[src/rtl/lc3b_types.sv]
// Shared LC-3b cache types: default line width, word/line typedefs, cache FSM
// states and a width helper for deriving index/offset field sizes.
package lc3b_types;

    localparam int LC3B_LINE_BITS = 128;

    typedef logic [15:0]               lc3b_word;
    typedef logic [LC3B_LINE_BITS-1:0] lc3b_line;

    typedef enum logic [1:0] {
        ST_IDLE,
        ST_FETCH,
        ST_FLUSH
    } icache_state_e;

    // Bit width needed to index n items; a single item still needs one bit.
    function automatic int width_of(input int n);
        return (n <= 1) ? 1 : $clog2(n);
    endfunction

endpackage

[src/rtl/plru_tree.sv]
// Tree pseudo-LRU for one set: applies an access to a way and reports the
// way the tree currently points at for eviction. Purely combinational.
module plru_tree
    import lc3b_types::*;
#(
    parameter int WAYS = 4
) (
    input  logic [WAYS-2:0]           plru_bits,
    input  logic [width_of(WAYS)-1:0] access_way,
    output logic [WAYS-2:0]           plru_next,
    output logic [width_of(WAYS)-1:0] victim_way
);

    localparam int WW = width_of(WAYS);

    // Heap-ordered nodes: node n has lower child 2n+1 and upper child 2n+2.
    always_comb begin
        logic [WW-1:0] n;
        logic          b;
        plru_next = plru_bits;
        n = '0;
        for (int l = 0; l < WW; l++) begin
            b = access_way[WW-1-l];
            plru_next[n] = ~b;
            n = WW'(2 * int'(n) + 1 + int'(b));
        end
    end

    always_comb begin
        logic [WW-1:0] n;
        logic          b;
        victim_way = '0;
        n = '0;
        for (int l = 0; l < WW; l++) begin
            b = plru_bits[n];
            victim_way[WW-1-l] = b;
            n = WW'(2 * int'(n) + 1 + int'(b));
        end
    end

endmodule

[src/rtl/icache_nway.sv]
// N-way set-associative read-only instruction cache with zero-latency hits,
// invalid-first / tree-PLRU fill and a single-cycle invalidate-all flush.
module icache_nway
    import lc3b_types::*;
#(
    parameter int WAYS      = 4,
    parameter int SETS      = 8,
    parameter int LINE_BITS = LC3B_LINE_BITS
) (
    input  logic                 clk,
    input  logic                 reset,
    input  logic                 icache_read,
    input  logic [15:0]          icache_address,
    output lc3b_word             icache_rdata,
    output logic                 icache_resp,
    input  logic                 icache_flush,
    output logic                 icache_flush_done,
    input  logic                 L2_resp,
    input  logic [LINE_BITS-1:0] L2_rdata,
    output logic                 L2_read,
    output logic [15:0]          L2_address
);

    localparam int OFF = width_of(LINE_BITS / 8);
    localparam int IDX = width_of(SETS);
    localparam int TAG = 16 - OFF - IDX;
    localparam int WW  = width_of(WAYS);

    typedef logic [LINE_BITS-1:0] line_t;
    typedef logic [TAG-1:0]       tag_t;

    icache_state_e   state;
    logic            pending_flush;
    logic [SETS-1:0] valid [WAYS];
    logic [WAYS-2:0] plru  [SETS];
    tag_t            tag_arr  [WAYS][SETS];
    line_t           data_arr [WAYS][SETS];

    tag_t            req_tag;
    logic [IDX-1:0]  req_idx;
    logic [OFF-2:0]  word_sel;
    tag_t            fill_tag;
    logic [IDX-1:0]  fill_idx;
    logic [IDX-1:0]  set_idx;
    logic            unused_addr_bit;

    assign req_tag         = icache_address[15 -: TAG];
    assign req_idx         = icache_address[OFF +: IDX];
    assign word_sel        = icache_address[OFF-1:1];
    assign unused_addr_bit = icache_address[0];

    // The fill is steered by the latched L2 address so a requester that
    // drops or changes its address mid-fetch cannot corrupt the fill.
    assign fill_tag = L2_address[15 -: TAG];
    assign fill_idx = L2_address[OFF +: IDX];
    assign set_idx  = (state == ST_FETCH) ? fill_idx : req_idx;

    logic [WAYS-1:0] hit_vec;
    logic [WAYS-1:0] set_valid;
    logic            hit;
    logic [WW-1:0]   hit_way;
    logic [WW-1:0]   inv_way;
    logic [WW-1:0]   plru_victim;
    logic [WW-1:0]   fill_way;
    logic [WW-1:0]   access_way;
    logic [WAYS-2:0] plru_next;
    line_t           hit_line;

    always_comb begin
        hit_vec  = '0;
        hit_way  = '0;
        hit_line = '0;
        for (int w = 0; w < WAYS; w++) begin
            set_valid[w] = valid[w][set_idx];
            hit_vec[w]   = valid[w][set_idx] && (tag_arr[w][set_idx] == req_tag);
            if (hit_vec[w]) begin
                hit_way  = WW'(w);
                hit_line = hit_line | data_arr[w][set_idx];
            end
        end
        hit = |hit_vec;
    end

    always_comb begin
        inv_way = '0;
        for (int w = WAYS - 1; w >= 0; w--) begin
            if (!set_valid[w]) inv_way = WW'(w);
        end
        fill_way = (&set_valid) ? plru_victim : inv_way;
    end

    assign access_way = (state == ST_FETCH) ? fill_way : hit_way;

    plru_tree #(.WAYS(WAYS)) u_plru (
        .plru_bits  (plru[set_idx]),
        .access_way (access_way),
        .plru_next  (plru_next),
        .victim_way (plru_victim)
    );

    // A same-cycle flush request masks the hit response.
    assign icache_resp  = (state == ST_IDLE) && icache_read && hit && !icache_flush;
    assign icache_rdata = hit_line[{word_sel, 4'b0000} +: 16];

    always_ff @(posedge clk) begin
        if (reset) begin
            state             <= ST_IDLE;
            pending_flush     <= 1'b0;
            L2_read           <= 1'b0;
            icache_flush_done <= 1'b0;
            for (int w = 0; w < WAYS; w++) valid[w] <= '0;
            for (int s = 0; s < SETS; s++) plru[s] <= '0;
        end else begin
            icache_flush_done <= 1'b0;
            case (state)
                ST_IDLE: begin
                    if (icache_flush) begin
                        state             <= ST_FLUSH;
                        icache_flush_done <= 1'b1;
                    end else if (icache_read) begin
                        if (hit) begin
                            plru[set_idx] <= plru_next;
                        end else begin
                            state      <= ST_FETCH;
                            L2_read    <= 1'b1;
                            L2_address <= {req_tag, req_idx, {OFF{1'b0}}};
                        end
                    end
                end
                ST_FETCH: begin
                    if (L2_resp) begin
                        valid[fill_way][set_idx] <= 1'b1;
                        plru[set_idx]            <= plru_next;
                        L2_read                  <= 1'b0;
                        if (pending_flush || icache_flush) begin
                            state             <= ST_FLUSH;
                            icache_flush_done <= 1'b1;
                        end else begin
                            state <= ST_IDLE;
                        end
                    end else if (icache_flush) begin
                        pending_flush <= 1'b1;
                    end
                end
                ST_FLUSH: begin
                    for (int w = 0; w < WAYS; w++) valid[w] <= '0;
                    for (int s = 0; s < SETS; s++) plru[s] <= '0;
                    pending_flush <= 1'b0;
                    state         <= ST_IDLE;
                end
                default: state <= ST_IDLE;
            endcase
        end
    end

    always_ff @(posedge clk) begin
        if (!reset && (state == ST_FETCH) && L2_resp) begin
            tag_arr[fill_way][set_idx]  <= fill_tag;
            data_arr[fill_way][set_idx] <= L2_rdata;
        end
    end

endmodule

[config.mk]
export PLATFORM = sky130hd
export DESIGN_NAME = icache_nway
export DESIGN_NICKNAME = d
export VERILOG_FILES = /design/src/rtl/lc3b_types.sv /design/src/rtl/plru_tree.sv /design/src/rtl/icache_nway.sv
export SDC_FILE = /design/constraint.sdc
export NUM_CORES = 2
export LEC_CHECK = 0
export CORE_UTILIZATION = 45
export CTS_CLUSTER_DIAMETER = 150
export DETAILED_ROUTE_END_ITERATION = 6
export SYNTH_ARGS = -nofsm -noshare
export SYNTH_HDL_FRONTEND = slang
export SYNTH_MEMORY_MAX_BITS = 65536
export SYNTH_SLANG_ARGS = --single-unit
[constraint.sdc]
create_clock -name clk -period 37.6 [get_ports clk]
set_clock_uncertainty 0.05 [all_clocks]
set_input_delay 7.52 -clock clk [delete_from_list [all_inputs] [get_ports clk]]
set_output_delay 7.52 -clock clk [all_outputs]
set_load 0.02 [all_outputs]
; Yosys cells after proc, flatten, opt, wreduce, memory -nomap -nowiden
; Memory sizes are Yosys's and may differ from the RTL's.
; Cells that the tools add are included.
[word_totals]
reg_bits = 17
ram_bits = 4440
in_bits = 149
out_inout_bits = 35
wordCells = 194
mem_count = 4
[classes]
add_sub_neg = 2
n_lt_le_gt_ge = 7
eq_ne = 14
n_shift = 1
n_mux = 113
n_bitwise = 22
n_reduce_logical = 26
[memory_table]
columns = memory, depth, width, rd, rd_ports_with_merged_regs, write_ports, line
row1 = data_arr, 4, 1024, 4, 0, 1, icache_nway.sv:37  ; line_t data_arr [WAYS][SETS];
row2 = tag_arr, 4, 72, 4, 0, 1, icache_nway.sv:36  ; tag_t tag_arr [WAYS][SETS];
row3 = valid, 4, 8, 4, 0, 4, icache_nway.sv:34  ; logic [SETS-1:0] valid [WAYS];
row4 = plru, 8, 3, 1, 0, 8, icache_nway.sv:35  ; logic [WAYS-2:0] plru [SETS];
[ops]
columns = operator, n
row1 = $mux 128, 13
row2 = $bmux 128 s3, 4
row3 = $mux 1024, 1
row4 = $demux 128 s3, 1
row5 = $or 128x128->128, 3
row6 = $shiftx 128x8->16, 1
row7 = $bmux 9 s3, 4
row8 = $mux 9, 9
row9 = $mux 72, 1
row10 = $mux 8, 7
row11 = $eq 9x9->1, 4
row12 = $mux 3, 12
row13 = $mux 1, 34
row14 = $mux 2, 14
row15 = $demux 9 s3, 1
row16 = $or 1x1->1, 13
row17 = $bmux 1 s3, 4
row18 = $logic_and 1x1->1, 12
row19 = $ne 2x2->1 const B, 6
row20 = $reduce_and 5->1, 2
row21 = $reduce_or 8->1, 1
row22 = $lt 2x3->1 const B, 2
row23 = $ne 3x3->1 const B, 2
row24 = $pmux 1 s2, 3
row25 = other kinds (23), 31

; Logic depth before layout (Yosys ltp)
[depth]
depth_word = 20
depth_mapped = 19
depth_no_buf = 11

; By module
; A second synthesis with hierarchy kept.
[unflattened]
hier_cells = 9278
hier_area_um2 = 164043.6
[by_module_without_submodules]
columns = module, instances, cells_per_inst, area_each_um2, seq_area_each_um2
row1 = icache_nway, 1, 9271, 163992.3, 133468.0
row2 = plru_tree, 1, 7, 51.3, 0.0

; Worst setup path after synthesis
; OpenSTA, ideal clock, no wires.
[synth_timing]
path_type = input-to-reg
start = in icache_address[5]
end = mem data_arr[3][512] (netlist bit) (enable)
setup_ns = 0.803
arrival_time_ns = 19.352
required_time_ns = 36.747
slack_ns = 17.395
cell_stages = 13
n_path_buf = 8
cell_sequence = buf_2 nor2b_1 mux2i_4 buf_4 buf_6 buf_2 nor2_1 clkbuf_1 buf_2 buf_1 buf_1 nand2_1 nor3_1
[synth_via]
elab_chain_len = 8
elab_cells_between_ends = 26
cone_classes = add/sub: 1 / order compare: 2 / mux: 19 / bitwise: 1 / reduce/logical: 2 / memory: 1
[synth_lines]
columns = item, line
row1 = start: declaration, icache_nway.sv:13  ; input logic [15:0] icache_address,
row2 = $mux 3 *, icache_nway.sv:56  ; assign set_idx = (state == ST_FETCH) ? fill_idx : req_idx;
row3 = $bmux 1 s3, icache_nway.sv:74  ; set_valid[w] = valid[w][set_idx];
row4 = $mux 1 (implied by the code), icache_nway.sv:74
row5 = $mux 2 (4 in a row), icache_nway.sv:87  ; if (!set_valid[w]) inv_way = WW'(w);
row6 = $mux 2, icache_nway.sv:89  ; fill_way = (&set_valid) ? plru_victim : inv_way;
row7 = end: declaration, icache_nway.sv:37
; Mark *: on every way between the ends. The rest lies on a longest branch, timed or not. The select of a mux whose other input is x is not followed.

; Worst setup path in the final report
[layout_timing]
start = in icache_address[6]
end = out icache_rdata[11]
[layout_via]
elab_chain_len = 15
elab_cells_between_ends = 50
cone_classes = eq/ne: 4 / shift: 1 / mux: 37 / bitwise: 4 / reduce/logical: 4
[layout_lines]
columns = item, line
row1 = $mux 3 *, icache_nway.sv:56
row2 = $not 3->4 (implied by the code), "icache_nway.sv:75, icache_nway.sv:78"
row3 = $bmux 9 s3, icache_nway.sv:75  ; hit_vec[w] = valid[w][set_idx] && (tag_arr[w][set_idx] == req_tag);
row4 = $mux 9 (implied by the code) (2 in a row), icache_nway.sv:75
row5 = $eq 9x9->1, icache_nway.sv:75
row6 = $logic_and 1x1->1, icache_nway.sv:75
row7 = $mux 128, icache_nway.sv:76  ; if (hit_vec[w]) begin
row8 = $or 128x128->128, icache_nway.sv:78  ; hit_line = hit_line | data_arr[w][set_idx];
row9 = $mux 128, icache_nway.sv:76
row10 = $or 128x128->128, icache_nway.sv:78
row11 = $mux 128, icache_nway.sv:76
row12 = $or 128x128->128, icache_nway.sv:78
row13 = $mux 128 *, icache_nway.sv:76
row14 = $shiftx 128x8->16 *, icache_nway.sv:103  ; assign icache_rdata = hit_line[{word_sel, 4'b0000} +: 16];
row15 = end: declaration, icache_nway.sv:14  ; output lc3b_word icache_rdata,
; Marked as above.

==> results by group <==
Run status
  – Run status: finished with violations
  – Failing checks: DRC

Worst setup path
  – Worst path cell trace: clkdlybuf4s50_1 -> nor2b_1 -> mux2i_4 -> buf_4 -> buf_4 -> buf_4 -> nor2_1 -> o41a_1 -> nor4b_1 -> and4_4 -> buf_4 -> buf_4 -> a222oi_1 -> a211oi_1 -> a2bb2oi_1 -> clkdlybuf4s50_1
  – Data required time of the critical path: 30.03 ns
  – Dominant cell type by count on the critical path: sky130_fd_sc_hd__buf_4
  – Critical path data arrival time: 16.88 ns
  – Worst path max stage delay: 0.95 ns
  – Bufs and invs on worst path: 7
  – Type of destination of the critical path: output pin
  – Kind of launch point of the worst setup path: input pin
  – Critical-path top delay cell: sky130_fd_sc_hd__clkdlybuf4s50_1
  – Critical Setup Path Class: in -> out
  – Cell family with the largest share of critical-path delay: buffers and inverters
  – Max FO, Critical Path: 26

Clocking
  – CTS clk-pin slew, worst paths: 0.06 ns
  – Buffers inserted by post-CTS timing repair: 0
  – Clock latency on the worst-skew pair: 1.00 ns
  – Post-CTS Resized: 0
  – Number of buffers on the longest clock path: 4
  – TritonCTS Buffers: 436
  – TritonCTS clock tree: built
  – Root cell of the clock tree: sky130_fd_sc_hd__clkbuf_16
  – Post-CTS Hold Buffers: 0
  – Clock net sink count: 4457
  – # H-tree levels: 5

Detailed routing
  – Final antenna-violating net count: 0
  – DRC violation count after routing: 8
  – Drt initial violations: 17.6k
  – Via count: 101k
  – Sum of routed wire length over all layers: 579 mm
  – Routed wire length per instance: 39.0 um
  – Drt pass-1 iters: 7
  – Via density per instance: 6.82

Synthesis
  – Average cell area after synthesis: 17.5 um^2
  – Async S/R FF share, synth: 0%
  – Sequential-to-total area share from yosys stat: 81.3%
  – Cells after synthesis: 9353
  – Number of synthesized flops with an enable pin: 4420
  – Flip-flop cell with the highest count after synthesis: sky130_fd_sc_hd__edfxtp_1
  – Synth Cell Area: 164000 um^2
  – Ys Warns: 0
  – Number of synthesized register bits: 4457
  – Count of different cell masters after synthesis: 98

GRT
  – Antenna violations before repair: 78
  – Total global-route track usage: 30.9%
  – First-pass GRT wire length: 781 mm
  – Vias in the first global route: 95.0k
  – Remaining Overflow, GRT: 0
  – Maximum number of pins on one net before global-route repair: 104

STA
  – Final setup violation count: 0
  – Unrepaired setup endpoints after global routing: no
  – Number of hold-slack violations in the final timing report: 0
  – Final Slew Violations: 0
  – Setup TNS: 0 ns
  – Final Critical Period: 24.45 ns
  – Final cycle utilization of the critical path: 65.0%
  – Worst-margin pin slew: 1.48 ns
  – Top achievable clock speed: 40.9 MHz
  – Worst slew slack as a fraction of its limit: 1.27%

Floorplanning
  – Die span in y: 606 um
  – Area inside the core boundary: 363000 um^2
  – Number of rows created at floorplan: 221
  – Overall die width: 606 um
  – Die Footprint: 367000 um^2
  – I/O pin cnt: 184
  – Starting utilization of the core area: 45.2%

Cells and area
  – Area Growth Syn to Fin: 13.7%
  – Total number of nets in the final design: 9800
  – Fraction of final layout cells sized beyond drive strength 1: 10.2%
  – Final standard cell area without fillers: 187000 um^2
  – FILL cells: 29.0k

Power
  – Pwr dens: 55.4 nW/um^2
  – Worst supply voltage drop on vdd: 47.3 uV
  – Leakage power figure: 57.5 nW

Run
  – MaxCap Viol Count: 0

Placement
  – Detailed-placement wirelength estimate: 300 mm
  – Port Buf Inserts: 178
  – Area post-placement: 173000 um^2
  – RD Place Congestion: 0.830

Worst hold path
  – Class of the worst hold path: reg -> reg
==> cells by family after synthesis <==
kind of cell,count (synthesis),synth area share (%)
AOI/OAI and AO/OA,2542,11.7
xor gates and xnor gates,23,0.127
buffers and inverters,703,1.81
DFF,4457,81.3
muxes,109,0.693
other,1,0.00228
and+or+nand+nor,1518,4.35
==> final cells by class <==
type | count | area, um^2 | share of cell area [%]
Sequential cell | 4457 | 133000 | 71.5
Multi-Input combinational cell | 4196 | 28300 | 15.2
Clock buffer | 547 | 11500 | 6.19
Tap cell | 4794 | 6000 | 3.21
Timing Repair Buffer | 491 | 4550 | 2.44
Clock inverter | 245 | 2350 | 1.26
Inverter | 69 | 260 | 0.139
Antenna cell | 37 | 92.6 | 0.0496
==> cells in the mapped netlist (11+ instances only) <==
| cell type | instances | area share (%) |
|---|---|---|
| sky130_fd_sc_hd__o32a_1 | 12 | 0.073 |
| sky130_fd_sc_hd__a32oi_1 | 19 | 0.10 |
| sky130_fd_sc_hd__buf_2 | 120 | 0.37 |
| sky130_fd_sc_hd__clkbuf_1 | 328 | 0.75 |
| sky130_fd_sc_hd__mux2i_1 | 96 | 0.59 |
| sky130_fd_sc_hd__dfxtp_1 | 37 | 0.45 |
| sky130_fd_sc_hd__and3_1 | 38 | 0.14 |
| sky130_fd_sc_hd__o22ai_1 | 383 | 1.5 |
| sky130_fd_sc_hd__xnor2_1 | 12 | 0.064 |
| sky130_fd_sc_hd__nor4_1 | 36 | 0.14 |
| sky130_fd_sc_hd__edfxtp_1 | 4420 | 81 |
| sky130_fd_sc_hd__o31ai_1 | 17 | 0.078 |
| sky130_fd_sc_hd__nand4_1 | 123 | 0.47 |
| sky130_fd_sc_hd__a2111oi_0 | 12 | 0.064 |
| sky130_fd_sc_hd__buf_6 | 15 | 0.10 |
| sky130_fd_sc_hd__a32o_1 | 16 | 0.098 |
| sky130_fd_sc_hd__o32ai_1 | 37 | 0.20 |
| sky130_fd_sc_hd__nand3b_1 | 11 | 0.050 |
| sky130_fd_sc_hd__a221oi_1 | 195 | 1.0 |
| sky130_fd_sc_hd__a31oi_1 | 122 | 0.46 |
| sky130_fd_sc_hd__nor2_1 | 176 | 0.40 |
| sky130_fd_sc_hd__o221ai_1 | 88 | 0.47 |
| sky130_fd_sc_hd__and4_1 | 57 | 0.30 |
| sky130_fd_sc_hd__nand2_1 | 765 | 1.7 |
| sky130_fd_sc_hd__a41oi_1 | 16 | 0.085 |
| sky130_fd_sc_hd__nand3_1 | 109 | 0.33 |
| sky130_fd_sc_hd__a21o_1 | 41 | 0.19 |
| sky130_fd_sc_hd__nor3_1 | 116 | 0.35 |
| sky130_fd_sc_hd__a21oi_1 | 261 | 0.80 |
| sky130_fd_sc_hd__inv_1 | 67 | 0.15 |
| sky130_fd_sc_hd__buf_1 | 154 | 0.35 |
| sky130_fd_sc_hd__a22oi_1 | 627 | 2.9 |
| sky130_fd_sc_hd__a22o_1 | 58 | 0.31 |
| sky130_fd_sc_hd__o22a_1 | 59 | 0.31 |
| sky130_fd_sc_hd__a222oi_1 | 267 | 1.6 |
| sky130_fd_sc_hd__o21ai_0 | 45 | 0.14 |
| sky130_fd_sc_hd__a211oi_1 | 171 | 0.78 |
| sky130_fd_sc_hd__buf_4 | 16 | 0.073 |
| sky130_fd_sc_hd__and2_1 | 18 | 0.069 |
==> worst reg2reg max path, cell delays in order, from the launching register on <==
cell,delay (ns)
sky130_fd_sc_hd__dfxtp_1,0.65
sky130_fd_sc_hd__and3b_2,0.27
sky130_fd_sc_hd__buf_4,0.34
sky130_fd_sc_hd__a21oi_4,0.76
sky130_fd_sc_hd__buf_4,0.68
sky130_fd_sc_hd__buf_4,0.62
sky130_fd_sc_hd__buf_4,0.69
sky130_fd_sc_hd__nor2_4,0.31
sky130_fd_sc_hd__buf_12,0.36
sky130_fd_sc_hd__a222oi_1,0.65
sky130_fd_sc_hd__and3_1,0.30
sky130_fd_sc_hd__mux2_2,0.19
sky130_fd_sc_hd__a21oi_1,0.10
sky130_fd_sc_hd__o21a_1,0.23
sky130_fd_sc_hd__nand2b_1,0.53
sky130_fd_sc_hd__nor2_4,0.69
sky130_fd_sc_hd__buf_4,0.76
sky130_fd_sc_hd__buf_4,1.00
sky130_fd_sc_hd__buf_4,0.78
==> metrics by stage <==
step                util, %  cells  hold slack, ns  setup slack (ns)  power (W)
floorplan                 -   9356           0.376             17.40    0.00583
global placement       47.6  14000           0.383             13.52    0.00612
detailed placement     47.6  14000           0.389             13.48    0.00613
CTS                    51.4  14800           0.403             13.46     0.0103
global route           51.4  14800           0.414             13.25     0.0106
finish                 51.4  14800           0.404             13.15     0.0103
==> metal layers <==
layer | global-route usage [%] | up-vias | share of wire [%]
li1 | - | 39700 | -
met1 | 41.8 | 52200 | 36
met2 | 47.0 | 7868 | 45
met3 | 8.01 | 1372 | 14
met4 | 14.1 | 44 | 5.1
met5 | 0 | - | 0.050
==> final timing paths <==
kind	from	endpoint	slack [ns]	cells past startpoint
worst max register to register	state[1]$_SDFFE_PP0P_	data_arr[2][582]$_DFFE_PP_	27.21	18
worst min register to register	valid[2][0]$_DFF_P_	valid[2][0]$_DFF_P_	0.40	1
worst max-delay path	icache_address[6]	icache_rdata[11]	13.15	16
worst min-delay path	valid[2][0]$_DFF_P_	valid[2][0]$_DFF_P_	0.40	1
==> registers in the layout, summed over array words and instances (netlist names) <==
signal	flops
data_arr	4096
L2_address	12
pending_flush	1
L2_read	1
tag_arr	288
plru	24
icache_flush_done	1
state	2
valid	32
==> placed cells by master, fill, tap and decap left out, types with 59 or more instances in the layout <==
cell type                         netlist  routed
sky130_fd_sc_hd__nor2_1               176     144
sky130_fd_sc_hd__clkinv_1               2     108
sky130_fd_sc_hd__clkdlybuf4s50_1        0     175
sky130_fd_sc_hd__nand3_1              109     108
sky130_fd_sc_hd__edfxtp_1            4420    4420
sky130_fd_sc_hd__clkbuf_1             328      97
sky130_fd_sc_hd__o221ai_1              88      88
sky130_fd_sc_hd__a222oi_1             267     267
sky130_fd_sc_hd__clkbuf_16              0     443
sky130_fd_sc_hd__a31oi_1              122     122
sky130_fd_sc_hd__nand2_1              765     758
sky130_fd_sc_hd__a22oi_1              627     627
sky130_fd_sc_hd__inv_1                 67      67
sky130_fd_sc_hd__buf_4                 16     278
sky130_fd_sc_hd__a221oi_1             195     195
sky130_fd_sc_hd__a21oi_1              261     260
sky130_fd_sc_hd__a211oi_1             171     167
sky130_fd_sc_hd__o22ai_1              383     383
sky130_fd_sc_hd__o22a_1                59      59
sky130_fd_sc_hd__clkinv_2               0      69
sky130_fd_sc_hd__nand4_1              123     123
sky130_fd_sc_hd__nor3_1               116     107
sky130_fd_sc_hd__mux2i_1               96      95
==> where the power goes <==
part / switching [W] / leakage (nW) / internal [W] / total, W
combinational: 0.000425 / 10.6 / 0.000147 / 0.000573
sequential: 0.00000354 / 40.1 / 0.00547 / 0.00547
clock: 0.00186 / 6.77 / 0.00243 / 0.00430
Note: power is estimated with default switching activity, not from simulation.
